## src/rtl/icache_pkg.sv

```systemverilog
// Shared types and address-geometry helpers for the instruction-fetch cache.
package icache_pkg;

  typedef enum logic [2:0] {IDLE, REQ, WAIT, FILL, CANCEL} fetch_state_e;

  localparam int unsigned BUSY_INST = 0;
  localparam int unsigned BUSY_DATA = 1;

  function automatic int unsigned off_bits(input int unsigned line_words);
    return (line_words > 1) ? $clog2(line_words) : 0;
  endfunction

  function automatic int unsigned idx_bits(input int unsigned sets);
    return (sets > 1) ? $clog2(sets) : 0;
  endfunction

  function automatic int unsigned tag_bits(input int unsigned addr_w, input int unsigned sets,
                                           input int unsigned line_words);
    return addr_w - 2 - idx_bits(sets) - off_bits(line_words);
  endfunction

  // Zero-width fields still need a 1-bit carrier signal.
  function automatic int unsigned field_w(input int unsigned bits);
    return (bits == 0) ? 1 : bits;
  endfunction

endpackage

```

## src/rtl/icache_way_array.sv

```systemverilog
// One cache way: per-set valid bit, tag and line storage with a single write port.
module icache_way_array
  import icache_pkg::*;
#(
  parameter int unsigned SETS       = 16,
  parameter int unsigned LINE_WORDS = 4,
  parameter int unsigned TAG_W      = 24,
  parameter int unsigned IDX_W      = 4,
  parameter int unsigned OFF_W      = 2
) (
  input  logic                        clk_i,
  input  logic                        rst_i,
  input  logic                        clear_i,
  input  logic [IDX_W-1:0]            rd_idx_i,
  input  logic [TAG_W-1:0]            rd_tag_i,
  input  logic [OFF_W-1:0]            rd_off_i,
  output logic                        hit_o,
  output logic                        valid_o,
  output logic [31:0]                 word_o,
  input  logic                        wr_en_i,
  input  logic [IDX_W-1:0]            wr_idx_i,
  input  logic [TAG_W-1:0]            wr_tag_i,
  input  logic [LINE_WORDS-1:0][31:0] wr_line_i
);

  localparam int unsigned DEPTH = 1 << IDX_W;

  logic [DEPTH-1:0]            valid_q;
  logic [TAG_W-1:0]            tag_q  [DEPTH];
  logic [LINE_WORDS-1:0][31:0] data_q [DEPTH];

  always_ff @(posedge clk_i or posedge rst_i) begin
    if (rst_i) begin
      valid_q <= '0;
    end else if (clear_i) begin
      valid_q <= '0;
    end else if (wr_en_i) begin
      valid_q[wr_idx_i] <= 1'b1;
    end
  end

  // Tag/data need no reset: they are only observed through valid_q.
  always_ff @(posedge clk_i) begin
    if (wr_en_i) begin
      tag_q[wr_idx_i]  <= wr_tag_i;
      data_q[wr_idx_i] <= wr_line_i;
    end
  end

  assign valid_o = valid_q[rd_idx_i];
  assign hit_o   = valid_o && (tag_q[rd_idx_i] == rd_tag_i);
  assign word_o  = data_q[rd_idx_i][rd_off_i];

endmodule

```

## src/rtl/icache_fetch.sv

```systemverilog
// Instruction-fetch stage with a set-associative I-cache filled word by word
// through the shared memory controller; output is registered.
module icache_fetch
  import icache_pkg::*;
#(
  parameter int unsigned ADDR_W     = 32,
  parameter int unsigned WAYS       = 2,
  parameter int unsigned SETS       = 16,
  parameter int unsigned LINE_WORDS = 4
) (
  input  logic              clk_in,
  input  logic              rst_in,
  input  logic [ADDR_W-1:0] pc_in,
  input  logic              pc_valid_in,
  input  logic              branch_flag_in,
  input  logic              fence_i_in,
  output logic              mem_req_out,
  output logic [ADDR_W-1:0] mem_addr_out,
  input  logic [31:0]       mem_inst_in,
  input  logic [1:0]        mem_busy_in,
  input  logic              mem_done_in,
  output logic              stall_req_out,
  output logic              if_valid_out,
  output logic [ADDR_W-1:0] if_pc_out,
  output logic [31:0]       if_inst_out,
  output logic [31:0]       hit_cnt_out,
  output logic [31:0]       miss_cnt_out
);

  localparam int unsigned OFF_B = off_bits(LINE_WORDS);
  localparam int unsigned IDX_B = idx_bits(SETS);
  localparam int unsigned TAG_W = tag_bits(ADDR_W, SETS, LINE_WORDS);
  localparam int unsigned OFF_W = field_w(OFF_B);
  localparam int unsigned IDX_W = field_w(IDX_B);
  localparam int unsigned WAY_W = (WAYS > 1) ? $clog2(WAYS) : 1;
  localparam logic [ADDR_W-1:0] OFF_MASK  = ADDR_W'(LINE_WORDS - 1);
  localparam logic [ADDR_W-1:0] IDX_MASK  = ADDR_W'(SETS - 1);
  localparam logic [ADDR_W-1:0] LINE_MASK = ADDR_W'(LINE_WORDS * 4 - 1);

  fetch_state_e                state_q, state_d;
  logic [OFF_W-1:0]            cnt_q, cnt_d;
  logic [ADDR_W-1:0]           pc_q, pc_d;
  logic [WAY_W-1:0]            victim_q, victim_d;
  logic [LINE_WORDS-1:0][31:0] buf_q, buf_d;
  logic [(1<<IDX_W)-1:0][WAY_W-1:0] rr_q;
  logic                        if_valid_q, if_valid_d;
  logic [ADDR_W-1:0]           if_pc_q, if_pc_d;
  logic [31:0]                 if_inst_q, if_inst_d, hit_cnt_q, hit_cnt_d, miss_cnt_q, miss_cnt_d;

  logic [OFF_W-1:0] lk_off, fill_off;
  logic [IDX_W-1:0] lk_idx, fill_idx;
  logic [TAG_W-1:0] lk_tag, fill_tag;
  logic [WAYS-1:0]  way_hit, way_valid, way_wr;
  logic [31:0]      way_word [WAYS];
  logic             lk_hit, victim_found, install, mem_req, stall, flush;
  logic [31:0]      lk_word;
  logic [WAY_W-1:0] victim_sel;
  logic             unused_data_busy;

  assign unused_data_busy = mem_busy_in[BUSY_DATA];
  assign flush = branch_flag_in || fence_i_in;

  assign lk_off   = OFF_W'((pc_in >> 2) & OFF_MASK);
  assign lk_idx   = IDX_W'((pc_in >> (OFF_B + 2)) & IDX_MASK);
  assign lk_tag   = TAG_W'(pc_in >> (OFF_B + IDX_B + 2));
  assign fill_off = OFF_W'((pc_q >> 2) & OFF_MASK);
  assign fill_idx = IDX_W'((pc_q >> (OFF_B + 2)) & IDX_MASK);
  assign fill_tag = TAG_W'(pc_q >> (OFF_B + IDX_B + 2));

  for (genvar w = 0; w < WAYS; w++) begin : g_way
    assign way_wr[w] = install && (victim_q == WAY_W'(w));
    icache_way_array #(
      .SETS(SETS), .LINE_WORDS(LINE_WORDS), .TAG_W(TAG_W), .IDX_W(IDX_W), .OFF_W(OFF_W)
    ) u_way (
      .clk_i    (clk_in),
      .rst_i    (rst_in),
      .clear_i  (fence_i_in),
      .rd_idx_i (lk_idx),
      .rd_tag_i (lk_tag),
      .rd_off_i (lk_off),
      .hit_o    (way_hit[w]),
      .valid_o  (way_valid[w]),
      .word_o   (way_word[w]),
      .wr_en_i  (way_wr[w]),
      .wr_idx_i (fill_idx),
      .wr_tag_i (fill_tag),
      .wr_line_i(buf_q)
    );
  end

  always_comb begin
    lk_hit       = 1'b0;
    lk_word      = '0;
    victim_sel   = rr_q[lk_idx];
    victim_found = 1'b0;
    for (int unsigned w = 0; w < WAYS; w++) begin
      if (way_hit[w]) begin
        lk_hit  = 1'b1;
        lk_word = way_word[w];
      end
      if (!victim_found && !way_valid[w]) begin
        victim_sel   = WAY_W'(w);
        victim_found = 1'b1;
      end
    end
  end

  always_comb begin
    state_d    = state_q;
    cnt_d      = cnt_q;
    pc_d       = pc_q;
    victim_d   = victim_q;
    buf_d      = buf_q;
    if_valid_d = 1'b0;
    if_pc_d    = if_pc_q;
    if_inst_d  = if_inst_q;
    hit_cnt_d  = hit_cnt_q;
    miss_cnt_d = miss_cnt_q;
    install    = 1'b0;
    mem_req    = 1'b0;
    stall      = 1'b0;
    unique case (state_q)
      IDLE: begin
        if (pc_valid_in && !flush) begin
          if (lk_hit) begin
            if_valid_d = 1'b1;
            if_pc_d    = pc_in;
            if_inst_d  = lk_word;
            hit_cnt_d  = hit_cnt_q + 32'd1;
          end else begin
            stall      = 1'b1;
            miss_cnt_d = miss_cnt_q + 32'd1;
            pc_d       = pc_in;
            victim_d   = victim_sel;
            cnt_d      = '0;
            state_d    = REQ;
          end
        end
      end
      REQ: begin
        stall = !flush;
        if (flush) begin
          state_d = IDLE;
        end else if (!mem_busy_in[BUSY_INST]) begin
          mem_req = 1'b1;
          state_d = WAIT;
        end
      end
      WAIT: begin
        stall = !flush;
        // A redirect in the same cycle as the reply has nothing left to absorb.
        if (mem_done_in) begin
          buf_d[cnt_q] = mem_inst_in;
          if (flush) begin
            state_d = IDLE;
          end else if (cnt_q == OFF_W'(LINE_WORDS - 1)) begin
            state_d = FILL;
          end else begin
            cnt_d   = cnt_q + OFF_W'(1);
            state_d = REQ;
          end
        end else if (flush) begin
          state_d = CANCEL;
        end
      end
      FILL: begin
        stall   = !flush;
        install = !fence_i_in;
        if (!flush) begin
          if_valid_d = 1'b1;
          if_pc_d    = pc_q;
          if_inst_d  = buf_q[fill_off];
        end
        state_d = IDLE;
      end
      CANCEL: begin
        if (mem_done_in) state_d = IDLE;
      end
      default: state_d = IDLE;
    endcase
  end

  always_ff @(posedge clk_in or posedge rst_in) begin
    if (rst_in) begin
      state_q    <= IDLE;
      cnt_q      <= '0;
      pc_q       <= '0;
      victim_q   <= '0;
      buf_q      <= '0;
      rr_q       <= '0;
      if_valid_q <= 1'b0;
      if_pc_q    <= '0;
      if_inst_q  <= '0;
      hit_cnt_q  <= '0;
      miss_cnt_q <= '0;
    end else begin
      state_q    <= state_d;
      cnt_q      <= cnt_d;
      pc_q       <= pc_d;
      victim_q   <= victim_d;
      buf_q      <= buf_d;
      if_valid_q <= if_valid_d;
      if_pc_q    <= if_pc_d;
      if_inst_q  <= if_inst_d;
      hit_cnt_q  <= hit_cnt_d;
      miss_cnt_q <= miss_cnt_d;
      if (install && (WAYS > 1)) rr_q[fill_idx] <= rr_q[fill_idx] + WAY_W'(1);
    end
  end

  assign mem_req_out   = mem_req;
  assign mem_addr_out  = (pc_q & ~LINE_MASK) | (ADDR_W'(cnt_q) << 2);
  assign stall_req_out = stall && !rst_in;
  assign if_valid_out  = if_valid_q;
  assign if_pc_out     = if_pc_q;
  assign if_inst_out   = if_inst_q;
  assign hit_cnt_out   = hit_cnt_q;
  assign miss_cnt_out  = miss_cnt_q;

endmodule

```

## config.mk

```make
export PLATFORM = sky130hd
export DESIGN_NAME = icache_fetch
export DESIGN_NICKNAME = d
export VERILOG_FILES = /design/src/rtl/icache_pkg.sv /design/src/rtl/icache_way_array.sv /design/src/rtl/icache_fetch.sv
export SDC_FILE = /design/constraint.sdc
export NUM_CORES = 2
export LEC_CHECK = 0
export CAP_MARGIN = 20
export CORE_MARGIN = 2
export CORE_UTILIZATION = 40
export DETAILED_ROUTE_END_ITERATION = 12
export PLACE_DENSITY_LB_ADDON = 0.15
export SLEW_MARGIN = 40
export SYNTH_ARGS = -nofsm -noshare
export SYNTH_HDL_FRONTEND = slang
export SYNTH_HIERARCHICAL = 1
export SYNTH_MEMORY_MAX_BITS = 65536
export SYNTH_SLANG_ARGS = --single-unit
export TNS_END_PERCENT = 50
```

## constraint.sdc

```tcl
create_clock -name clk_in -period 36.1 [get_ports clk_in]
set_input_delay 7.22 -clock clk_in [delete_from_list [all_inputs] [get_ports clk_in]]
set_output_delay 7.22 -clock clk_in [all_outputs]
set_load 0.005 [all_outputs]
```

==> metrics.md <==
| Metric | Value |
|---|---|
| Site Rows | `260` |
| Setup crit start kind | `input port` |
| Post-synth top cells | `edfxtp_1, mux4_2, dfrtp_1` |
| # setup viols final | `0` |
| First-pass GRT wire length | `744000 µm` |
| Post-DP HPWL | `273000 µm` |
| RSZ-0062 raised after global routing | `false` |
| Ys flop type | `edfxtp_1` |
| Die width | `712 µm` |
| F_max | `49.2 MHz` |
| Total CTS buffers | `558` |
| DR vias | `92900` |
| Cells on worst reg2reg path | `16` |
| Die Y | `712 µm` |
| NumNets Final | `9184` |
| Final weighted congestion in routability-driven placement | `0.750` |
| CTS Sinks | `5207` |
| Antenna violations before repair | `24` |
| Hold-critical path endpoint | `hit_cnt_out[31]$_DFFE_PP0P_` |
| DRC viols | `0` |
| Largest net degree at the start of global routing | `124` |
| Vias in the first global route | `98300` |
| # IOs | `235` |
| CP arrival | `13.09 ns` |
| Rel. slew slack | `0.330` |
| Final worst path period share | `0.563` |
| Total Neg Setup Slack | `0 ns` |
| Worst R2R End | `if_inst_out[20]$_DFFE_PP0P_` |
| Peak VDD IR | `0.0467 mV` |
| CTS hold repair buffers | `0` |
| P&R area growth vs syn | `14.7%` |
| Synth area leaders | `edfxtp_1, mux4_2, dfrtp_1, mux2_2, mux2i_1` |
| WL/cell | `32.1 µm` |
| Die ar. | `507000 µm²` |
| CTS tree | `done` |
| Async set-reset flop share out of synthesis | `0.0659` |
| Fin crit period | `20.31 ns` |
| Leak Pwr | `0.0742 µW` |
| Status | `finished clean` |
| Post-synthesis cell area | `201000 µm²` |
| Share of post-route cells with drive strength above 1 | `0.308` |
| Final Max Slew Viols | `0` |
| Pre-antenna DRT Iters | `5` |
| Hold_sp | `hit_cnt_out[31]$_DFFE_PP0P_` |
| Slack of the critical path | `15.79 ns` |
| Sequential area share after synthesis | `0.771` |
| Cts repair resizes | `0` |
| GRT overflow | `0` |
| Routed WL | `521000 µm` |
| CTS H-tree depth | `6` |
| Area fraction of the dominant cell type after synthesis | `0.728` |
| Clock buffer depth | `4` |
| Cell taking the most area after synthesis | `edfxtp_1` |
| Worst slack, placed | `15.71 ns` |
| Max stage delay cell, worst path | `buf_4` |
| Clock Latency Late Sink | `1.06 ns` |
| Worst EP required | `28.88 ns` |
| CTS Root Cell | `clkbuf_16` |
| Worst R2R Start | `g_way[1].u_way/tag_q[15][0]$_DFFE_PP_` |
| Placeable Area | `500000 µm²` |
| Initial DRC Count | `9088` |
| Worst path cell trace | `buf_16 -> buf_16 -> buf_6 -> buf_4 -> mux4_2 -> mux4_2 -> xnor2_1 -> o2111ai_1 -> nor4_1 -> and4_1 -> buf_4 -> nor2_1 -> a211oi_1 -> nor3_1 -> clkdlybuf4s50_1` |
| Yosys warning count | `6` |
| Post-synth EDFFs | `4864` |
| Crit path capture type | `output port` |
| Power per cell area | `55.6 nW/µm²` |
| Most numerous cell in the Yosys netlist | `edfxtp_1` |
| Syn avg cell area | `23.6 µm²` |
| All-Layer GR Usage | `0.204` |
| Yosys reg bits | `5207` |
| Buffers on Ports | `231` |
| Total power draw | `12800 µW` |
| # Post-CTS Setup Buffers | `0` |
| Cell depth of the worst hold path | `1` |
| Max-cap viol count | `0` |
| Post-synth cell types | `67` |
| Synth Instances | `8514` |
| Critical path class | `in -> out` |
| Fin Clk Skew | `0.0480 ns` |
| Clock transition at path regs | `0.05 ns` |
| CP Max Fanout | `78` |
| Reg2reg setup slack | `30.26 ns` |
| Antenna Nets Post-Route | `0` |
| Worst slew pin tran | `1.00 ns` |
| Initial core utilization | `0.401` |
| Max incr delay on CP | `0.74 ns` |
| DR vias/cell | `5.72` |
| Hold Crit Class | `reg -> reg` |
| Final Hold Fails | `0` |
flip-flops by register name, indices dropped and copies added (netlist names):
register and cells:
buf_q 128, if_valid_out 1, victim_q 1, hit_cnt_out 32
miss_cnt_out 32, state_q 3, rr_q 16, g_way.u_way/valid_q 32
if_inst_out 32, g_way.u_way/data_q 4096, pc_q 32, cnt_q 2
g_way.u_way/tag_q 768, if_pc_out 32
through the flow:
step           cell area, µm²  hold WS [ns]   util  std cells
6_report               230000         0.475  0.460      16300
5_1_grt                230000         0.508  0.460      16200
4_1_cts                230000         0.482  0.459      16200
3_5_place_dp           212000         0.466  0.425      15200
3_3_place_gp           212000         0.459  0.423      15200
2_1_floorplan          201000         0.445      -       8515
power breakdown:
group	total (µW)	switching, µW	internal (µW)
Sequential	6790	115	6680
Clock	5470	2350	3130
Combinational	535	290	245
Total	12800	2750	10000
metal layers:
layer	part of all wire	up-vias	GRT usage
li1	-	37500	-
met1	0.43	52100	0.282
met2	0.50	2686	0.346
met3	0.050	689	0.0288
met4	0.022	4	0.0464
met5	0.000044	-	0
logic make-up (layout without fill, tap and decap cells):
| kind of cell | Yosys count | count (layout) | share of synthesized area |
|---|---|---|---|
| DFF | 5207 | 5207 | 0.771 |
| muxes | 1827 | 1827 | 0.190 |
| and+or+nand+nor | 602 | 602 | 0.0138 |
| buffers and inverters | 497 | 1540 | 0.0119 |
| AOI/OAI and AO/OA | 263 | 263 | 0.00798 |
| xor gates and xnor gates | 111 | 111 | 0.00485 |
| adders and majority gates | 6 | 6 | 0.000374 |
| other | 1 | 21 | 0.0000187 |
cell type report:
type | count | area [µm²]
antenna | 19 | 47.5
clock buffer | 740 | 15200
clock inverter | 272 | 2150
fill | 41400 | 270000
inverter | 22 | 91.3
multi-input combinational | 2811 | 43900
sequential | 5207 | 155000
tap | 6681 | 8360
timing repair buffer | 506 | 5590
worst max-delay path: cells and delay by family:
family / cells / cell delay, ns
and+or+nand+nor: 4 / 1.15
AOI/OAI and AO/OA: 2 / 0.51
muxes: 2 / 1.12
xor gates and xnor gates: 1 / 0.28
buffers and inverters: 6 / 2.55
cells in the final DEF (no fill, tap or decap), types with 21 or more instances in the layout:
cell type / instances
a21oi_1: 45
a22oi_1: 35
buf_12: 40
buf_16: 24
buf_4: 153
buf_6: 61
bufinv_16: 21
clkbuf_1: 142
clkbuf_16: 574
clkbuf_8: 24
clkdlybuf4s50_1: 225
clkinv_1: 119
clkinv_2: 77
dfrtp_1: 215
dfrtp_2: 126
edfxtp_1: 4864
inv_6: 22
mux2_2: 140
mux2i_1: 114
mux4_2: 1572
nand2_1: 281
nand3_1: 36
nand4_1: 22
nor2_1: 109
nor2_4: 26
o21ai_0: 110
xnor2_1: 80
xor2_1: 31
worst max-delay path by stage:
stage,from,endpoint
6_report,pc_in[5],stall_req_out
3_3_place_gp,pc_in[5],stall_req_out
5_1_grt,pc_in[4],stall_req_out
2_1_floorplan,fence_i_in,g_way[0].u_way/data_q[1][0]$_DFFE_PP_
3_5_place_dp,pc_in[5],stall_req_out
4_1_cts,pc_in[4],stall_req_out
Note: power is estimated with default switching activity, not from simulation.
